**config.mk**
```make
export PLATFORM = sky130hd
export DESIGN_NAME = mem_stage
export DESIGN_NICKNAME = d
export VERILOG_FILES = /design/src/rtl/mem_pkg.sv /design/src/rtl/mem_stage_lsu_align.sv /design/src/rtl/mem_stage.sv
export SDC_FILE = /design/constraint.sdc
export NUM_CORES = 1
export LEC_CHECK = 0
export BUFFER_PORTS_ARGS = -buffer_cell sky130_fd_sc_hd__buf_2
export CORE_MARGIN = 4
export CORE_UTILIZATION = 52
export DETAILED_ROUTE_END_ITERATION = 6
export GPL_ROUTABILITY_DRIVEN = 0
export GPL_TIMING_DRIVEN = 0
export PLACE_DENSITY = 0.85
export SLEW_MARGIN = 0
export SYNTH_ARGS = -nofsm -noshare
export SYNTH_HDL_FRONTEND = slang
export SYNTH_HIERARCHICAL = 1
export SYNTH_SLANG_ARGS = --single-unit
```
**constraint.sdc**
```tcl
create_clock -name clk -period 5.17 [get_ports clk]
set_input_delay 0.517 -clock clk [delete_from_list [all_inputs] [get_ports clk]]
set_output_delay 0.517 -clock clk [all_outputs]
set_load 0.02 [all_outputs]
```
**src/rtl/mem_pkg.sv**
```systemverilog
// Shared encodings for the MEM stage: access-size codes, result-select values,
// the handshake FSM states and the MEM/WB register layout.
package mem_pkg;

  localparam logic [2:0] F3_B  = 3'b000;
  localparam logic [2:0] F3_H  = 3'b001;
  localparam logic [2:0] F3_W  = 3'b010;
  localparam logic [2:0] F3_BU = 3'b100;
  localparam logic [2:0] F3_HU = 3'b101;

  localparam logic [1:0] RES_ALU  = 2'b00;
  localparam logic [1:0] RES_LOAD = 2'b01;
  localparam logic [1:0] RES_PC4  = 2'b10;

  typedef enum logic {
    S_IDLE = 1'b0,
    S_WAIT = 1'b1
  } state_e;

  typedef struct packed {
    logic [31:0] alu_result;
    logic [31:0] read_data;
    logic [31:0] pc_plus4;
    logic [4:0]  rd;
    logic        reg_write;
    logic [1:0]  result_src;
    logic        mem_fault;
  } wb_t;

  typedef struct packed {
    logic        we;
    logic [31:0] addr;
    logic [3:0]  be;
    logic [31:0] wdata;
  } bus_t;

endpackage

```
**src/rtl/mem_stage_lsu_align.sv**
```systemverilog
// Combinational load/store lane logic: byte enables, store-data replication,
// load-data extraction/extension and the misaligned/illegal access flag.
module lsu_align
  import mem_pkg::*;
(
  input  logic [2:0]  funct3_i,
  input  logic [1:0]  addr_lo_i,
  input  logic        is_load_i,
  input  logic        is_store_i,
  input  logic [31:0] wdata_i,
  input  logic [31:0] rdata_i,
  output logic [3:0]  be_o,
  output logic [31:0] wdata_o,
  output logic [31:0] load_data_o,
  output logic        fault_o
);

  logic [31:0] lane;
  logic        bad;

  // Shift the addressed byte/half down to bit 0; for aligned words this is the word.
  assign lane = rdata_i >> {addr_lo_i, 3'b000};

  always_comb begin
    // NOTE: every output gets a default first so no path through the case infers a latch.
    be_o        = 4'b1111;
    wdata_o     = wdata_i;
    load_data_o = '0;
    bad         = 1'b0;
    case (funct3_i)
      F3_B: begin
        if (is_store_i) be_o = 4'b0001 << addr_lo_i;
        wdata_o     = {4{wdata_i[7:0]}};
        load_data_o = {{24{lane[7]}}, lane[7:0]};
      end
      F3_H: begin
        if (is_store_i) be_o = 4'b0011 << addr_lo_i;
        wdata_o     = {2{wdata_i[15:0]}};
        load_data_o = {{16{lane[15]}}, lane[15:0]};
        bad         = addr_lo_i[0];
      end
      F3_W: begin
        load_data_o = lane;
        bad         = (addr_lo_i != 2'b00);
      end
      F3_BU: begin
        load_data_o = {24'h0, lane[7:0]};
        bad         = is_store_i;
      end
      F3_HU: begin
        load_data_o = {16'h0, lane[15:0]};
        bad         = is_store_i | addr_lo_i[0];
      end
      default: bad = 1'b1;
    endcase
    fault_o = (is_load_i | is_store_i) & bad;
  end

endmodule

```
**src/rtl/mem_stage.sv**
```systemverilog
// MEM stage: drives the data-memory ready/handshake bus, stalls upstream while
// memory is busy, and holds the MEM/WB register feeding writeback.
module mem_stage
  import mem_pkg::*;
#(
  parameter int XLEN = 32
) (
  input  logic            clk,
  input  logic            rst,
  input  logic [XLEN-1:0] ALUResultM,
  input  logic [XLEN-1:0] WriteDataM,
  input  logic [XLEN-1:0] PCPlus4M,
  input  logic [4:0]      RdM,
  input  logic            RegWriteM,
  input  logic            MemWriteM,
  input  logic [1:0]      ResultSrcM,
  input  logic [2:0]      Funct3M,
  output logic            DMemReq,
  output logic            DMemWe,
  output logic [XLEN-1:0] DMemAddr,
  output logic [XLEN-1:0] DMemWData,
  output logic [3:0]      DMemBe,
  input  logic            DMemReady,
  input  logic [XLEN-1:0] DMemRData,
  output logic            StallM,
  output logic [XLEN-1:0] ALUResultW,
  output logic [XLEN-1:0] ReadDataW,
  output logic [XLEN-1:0] PCPlus4W,
  output logic [4:0]      RdW,
  output logic            RegWriteW,
  output logic [1:0]      ResultSrcW,
  output logic            MemFaultW
);

  state_e      state_q, state_d;
  wb_t         wb_q, wb_d;
  bus_t        bus_q, bus_cur, bus_sel;
  logic        is_store, is_load, fault, legal;
  logic        req, stall;
  logic [3:0]  be;
  logic [31:0] wdata, load_data;
  wb_t         wb_m, wb_done;

  assign is_store = MemWriteM;
  assign is_load  = !MemWriteM && (ResultSrcM == RES_LOAD);
  assign legal    = (is_store | is_load) & ~fault;

  lsu_align u_align (
    .funct3_i    (Funct3M),
    .addr_lo_i   (ALUResultM[1:0]),
    .is_load_i   (is_load),
    .is_store_i  (is_store),
    .wdata_i     (WriteDataM),
    .rdata_i     (DMemRData),
    .be_o        (be),
    .wdata_o     (wdata),
    .load_data_o (load_data),
    .fault_o     (fault)
  );

  assign bus_cur = '{we: is_store, addr: {ALUResultM[31:2], 2'b00}, be: be, wdata: wdata};

  always_comb begin
    wb_m = '{alu_result: ALUResultM, read_data: '0, pc_plus4: PCPlus4M, rd: RdM,
             reg_write: RegWriteM, result_src: ResultSrcM, mem_fault: 1'b0};
    wb_done           = wb_m;
    wb_done.read_data = is_load ? load_data : '0;
  end

  always_comb begin
    state_d = state_q;
    wb_d    = '0;
    req     = 1'b0;
    stall   = 1'b0;
    case (state_q)
      S_IDLE: begin
        if (legal) begin
          req = 1'b1;
          if (DMemReady) begin
            wb_d = wb_done;
          end else begin
            stall   = 1'b1;
            state_d = S_WAIT;
          end
        end else begin
          wb_d           = wb_m;
          wb_d.reg_write = RegWriteM & ~fault;
          wb_d.mem_fault = fault;
        end
      end
      S_WAIT: begin
        req = 1'b1;
        if (DMemReady) begin
          wb_d    = wb_done;
          state_d = S_IDLE;
        end else begin
          stall = 1'b1;
        end
      end
      default: state_d = S_IDLE;
    endcase
  end

  // Gating with rst keeps the request and stall low for the whole reset, not just after the edge.
  assign DMemReq   = rst & req;
  assign StallM    = rst & stall;
  assign bus_sel   = (state_q == S_WAIT) ? bus_q : bus_cur;
  assign DMemWe    = DMemReq & bus_sel.we;
  assign DMemBe    = DMemReq ? bus_sel.be : 4'b0000;
  assign DMemAddr  = bus_sel.addr;
  assign DMemWData = bus_sel.wdata;

  always_ff @(posedge clk or negedge rst) begin
    if (!rst) begin
      state_q <= S_IDLE;
      wb_q    <= '0;
      bus_q   <= '0;
    end else begin
      // NOTE: state registers use non-blocking assignments so every flop samples pre-edge values.
      state_q <= state_d;
      wb_q    <= wb_d;
      if (state_q == S_IDLE) bus_q <= bus_cur;
    end
  end

  assign ALUResultW = wb_q.alu_result;
  assign ReadDataW  = wb_q.read_data;
  assign PCPlus4W   = wb_q.pc_plus4;
  assign RdW        = wb_q.rd;
  assign RegWriteW  = wb_q.reg_write;
  assign ResultSrcW = wb_q.result_src;
  assign MemFaultW  = wb_q.mem_fault;

endmodule

```
Word level (Yosys, flattened, before mapping):

Cells that the tools add are included.

* register bits after elaboration: 175
* input port bits: 143
* output and inout port bits: 176
* logic and storage cells: 51

* eq/ne operators: 5
* shift-type cells: 3
* mux-type cells: 17
* bitwise logic cells: 10
* reductions and logical operators: 4

Operator list (number)
* $mux 105: 2
* $pmux 105 s2: 1
* $pmux 32 s5: 1
* $mux 69: 1
* $pmux 32 s2: 1
* $mux 32: 1
* $shr 32x5->32: 1
* $mux 4: 3
* $pmux 4 s2: 1
* $and 1x1->1: 6
* $eq 3x3->1 const B: 2
* $pmux 1 s5: 1
* $pmux 1 s2: 2
* $shl 1x2->4 const A: 1
* $shl 2x2->4 const A: 1
* $eq 3x1->1 const B: 1
* $eq 3x2->1 const B: 1
* $logic_not 3->1: 1
* $mux 1: 3
* $eq 2x1->1 const B: 1
* $not 1->1: 2
* $or 1x1->1: 2
* $reduce_bool 2->1: 1
* $logic_and 1x1->1: 1
* $logic_not 1->1: 1

Longest topological paths before layout:

* depth in word-level cells: 10
* gate-level depth with buffers: 13
* mapped depth without buffers: 8

Hierarchy:

Netlist, hierarchy kept.

By module, submodules not included
* mem_stage: instances 1, cells an instance 447, area an instance 6545.0 µm², seq. area each 4379.2 µm²
* lsu_align: instances 1, cells an instance 184, area an instance 1317.5 µm², seq. area each 0.0 µm²

Worst setup path before layout:

No wires, ideal clock.

* kind: input -> output
* start point: in ALUResultM[0]
* end point: out StallM
* data arrival time: 2319 ps
* data required time: 4653 ps
* path slack: 2334 ps
* stages: 13
* path buffers: 5
* cells stage by stage: buf_4 buf_4 buf_2 inv_1 ha_1 inv_1 o21ai_0 a31oi_1 nand2b_2 o311a_1 buf_6 buf_6 and2_1

* word-level cells in the longest chain between the ends: 8
* elaborated cells on any way between the ends: 9
* classes of those cells: mux (3); bitwise (5); reduce/logical (1)

RTL lines
* start: declaration: line mem_stage.sv:10 `input logic [XLEN-1:0] ALUResultM,`
* $or 1x1->1 or $reduce_bool 2->1 (tied branches): line mem_stage_lsu_align.sv:52, mem_stage_lsu_align.sv:44
* $pmux 1 s5 (*): line mem_stage_lsu_align.sv:30 `case (funct3_i)`
* $and 1x1->1 (*): line mem_stage_lsu_align.sv:56 `fault_o = (is_load_i | is_store_i) & bad;`
* named net fault: line mem_stage.sv:38 `logic is_store, is_load, fault, legal;`
* $not 1->1 (*): line mem_stage.sv:46 `assign legal = (is_store | is_load) & ~fault;`
* $and 1x1->1 (*): line mem_stage.sv:46
* $mux 1 (*): line mem_stage.sv:77 `if (legal) begin`
* $pmux 1 s2 (*): line mem_stage.sv:75 `case (state_q)`
* named net stall: line mem_stage.sv:39 `logic req, stall;`
* $and 1x1->1 (*): line mem_stage.sv:106 `assign StallM = rst & stall;`
* end: declaration: line mem_stage.sv:25 `output logic StallM,`

The timed path passes the listed nets; every way through them passes the cells marked *.

Final worst setup path:

Ends and elaborated chain as after synthesis.

==> impl_metrics.py <==
metrics = {
    "sta": {
        "setup-violations-final": 0,
        "fmaxAchievable_ghz": 0.2919,
        "slew_headroom_pct": 41.07,
        "fin_crit_ns": 3.426,
        "fin_tns_setup_ns": 0,
        "final-hold-violation-count": 0,
        "skew_ns": 0.004493,
        "whs_ns": 0.04468,
        "grt_setup_unrepaired": "no",
        "setup_ws_ns": 1.744,
        "period_share_pct": 66.27,
        "drv_slew": 0,
        "worst_slew_pin_slew_ns": 0.8791,
    },
    "pwr": {
        "ir_worst_vdd_uv": 230.1,
        "p_per_area_mw_per_mm2": 343.7,
        "leakage_nw": 5.412,
    },
    "detailed_routing": {
        "num_vias": 5797,
        "drc": 0,
        "wl_per_cell_um": 17.65,
        "m1WireLength_um": 7612,
        "wl_met3_um": 1916,
        "wl_met2_um": 10630,
        "postRouteAntennaNets": 0,
        "drt_first_pass_iters": 4,
        "viasPerCell": 4.976,
        "dr.first_iter.drc_count": 275,
        "highest_layer": "met5",
        "routed_wirelength_um": 20560,
    },
    "floorplanning": {
        "io_pins": 319,
        "floorplan.initialDensity_pct": 53.49,
        "die_area_mm2": 0.01715,
        "fp.dieH_um": 131.0,
        "die_width_um": 131.0,
        "coreArea_mm2": 0.01470,
        "fp-row-count": 44,
    },
    "place": {
        "dpl_worst_slack_ns": 1.774,
        "dpl-instance-area_mm2": 0.009717,
        "numPortBuffers": 317,
        "hpwlAfterDp_um": 15670,
    },
    "cells_and_area": {
        "multiInputGateArea_mm2": 0.002684,
        "regArea_mm2": 0.004379,
        "nets": 1115,
        "fin_area_mm2": 0.01031,
        "nFillCells": 1090,
        "area_growth_pct": 31.16,
        "drive_gt1_share_pct": 55.15,
        "diodes": 0,
    },
    "grt": {
        "grtUsageTotal_pct": 23.49,
        "grt.overflow.total": 0,
        "grt_max_degree": 105,
        "grt_pass1_vias": 5809,
        "grt_pass1_wl_um": 30700,
        "antenna_found_initial": 1,
    },
    "logic_synthesis": {
        "ys_warn_count": 6,
        "seq_area_frac_synth_pct": 55.70,
        "synth_area_mm2": 0.007863,
        "synth_nets": 778,
        "synth_cell_type_count": 38,
        "syn-instance-count": 631,
        "synth_edf_count": 0,
        "synth_ff_type": "dfrtp_1",
        "synth-seq-cells": 175,
        "avgSynthCellArea_um2": 12.46,
        "synthArstFlopShare_pct": 100.0,
    },
    "cts": {
        "postCtsHoldBufs": 0,
        "cts_sinks": 175,
        "cts_buffers": 17,
        "clock_latency_ns": 0.42,
        "htree_levels": 4,
        "cts_max_path_buffers": 2,
        "cts.clk_slew.worst_paths_ns": 0.07,
        "cts_resized": 0,
        "post-cts-setup-buffers": 0,
        "cts_tree": "done",
        "root_buffer": "clkbuf_16",
    },
    "critical_path": {
        "path_class": "input pin to primary output",
        "cp_max_fo": 10,
        "endpoint_kind": "primary output",
        "start_kind": "input pin",
        "cp.arrival_ns": 2.91,
        "critical_path_required_ns": 4.65,
    },
    "outcome": {
        "outcome": "finished, final reports clean",
    },
    "flow_run": {
        "max-cap-violations": 0,
    },
    "min_path": {
        "hold_path_class": "input pin to async pin",
    },
}
-- path summary, 6_finish.rpt --
| kind | startpoint | endpoint | slack (ns) | depth (start not counted) |
|---|---|---|---|---|
| min | rst | ReadDataW[24] | 0.04 | 1 |
| max in group asynchronous | rst | bus_q[58] | 4.23 | 2 |
| min reg2reg | bus_q[35] | bus_q[35] | 0.50 | 1 |
| max | ALUResultM[0] | StallM | 1.74 | 15 |
| max reg2reg | state_q | bus_q[17] | 3.53 | 4 |
| min in group clk | RdM[2] | RdW[2] | 0.31 | 2 |
-- cells by family (layout without fill, tap and decap cells) --
logic type / Yosys count / after routing / share of synthesized area (%)
fa+ha+maj: 4 / 4 / 0.6366
flops: 175 / 175 / 55.70
mux: 112 / 112 / 15.60
simple gates: 162 / 162 / 12.19
compound gates: 65 / 65 / 5.713
buf+inv: 113 / 463 / 10.17
-- placed cells by master, fill, tap and decap left out, drive strengths merged, types with 4 or more instances in the layout --
cell	n
and2	37
ha	4
nor2b	87
mux2i	28
a21o	7
o21ai	20
dfrtp	175
mux2	84
o2bb2ai	6
buf	419
nand2	12
inv	12
nand3	5
nor2	12
clkbuf	24
a21oi	8
a211oi	15
-- flip-flops by register name, summed over array words and instances (netlist names) --
signal and flops:
ALUResultW 32, MemFaultW 1, PCPlus4W 32, RdW 5
ReadDataW 32, RegWriteW 1, ResultSrcW 2, bus_q 69
state_q 1
-- stage by stage --
step	utilization [%]	instances	power (mW)
after global placement	65.85	1132	2.260
after CTS	70.16	1165	3.577
final	70.16	1165	3.545
after detailed placement	66.10	1133	2.281
after floorplan	-	631	2.000
after global routing	70.16	1165	3.695
-- where the power goes --
group / switching, mW / internal [mW]
logic: 0.417 / 0.330
clock network: 0.558 / 0.736
registers: 0.0271 / 1.48
-- per-layer routing --
metal / track usage [%] / vias to the layer above
met3: 7.967 / 31
met1: 26.67 / 2778
met4: 6.957 / 2
met2: 41.88 / 266
met5: 0 / -
li1: - / 2720
-- synthesized netlist by cell type, types with 6 or more instances --
cell / count / area, um2
dfrtp_1: 175 / 4379
nor2b_1: 87 / 544.3
mux2_2: 84 / 945.9
buf_4: 74 / 555.5
and2_1: 37 / 231.5
mux2i_1: 28 / 280.3
o21ai_0: 19 / 95.09
a211oi_1: 15 / 112.6
buf_2: 15 / 75.07
nand2_1: 12 / 45.04
nor2_1: 12 / 45.04
buf_6: 10 / 112.6
a21oi_1: 8 / 40.04
a21o_1: 7 / 52.55
inv_1: 7 / 26.28
o2bb2ai_1: 6 / 52.55
-- critical path, cell delays in order --
cell and delay (ns):
buf_2 0.15, buf_4 0.22, buf_4 0.22, buf_2 0.26
inv_1 0.09, ha_1 0.20, inv_1 0.07, o21ai_0 0.07
a31oi_1 0.21, nand2b_2 0.12, o311a_1 0.15, buf_6 0.16
buf_6 0.15, and2_1 0.15, buf_2 0.15
-- final cells by class --
type,count,share of cell area [%]
clock inverter,13,1.480
multi-input combinational,343,26.03
tap,184,2.232
clock buffer,19,4.295
inverter,7,0.2548
buffer,106,7.498
sequential,175,42.47
timing repair buffer,318,15.75
Power figures use the tool's default switching activity.
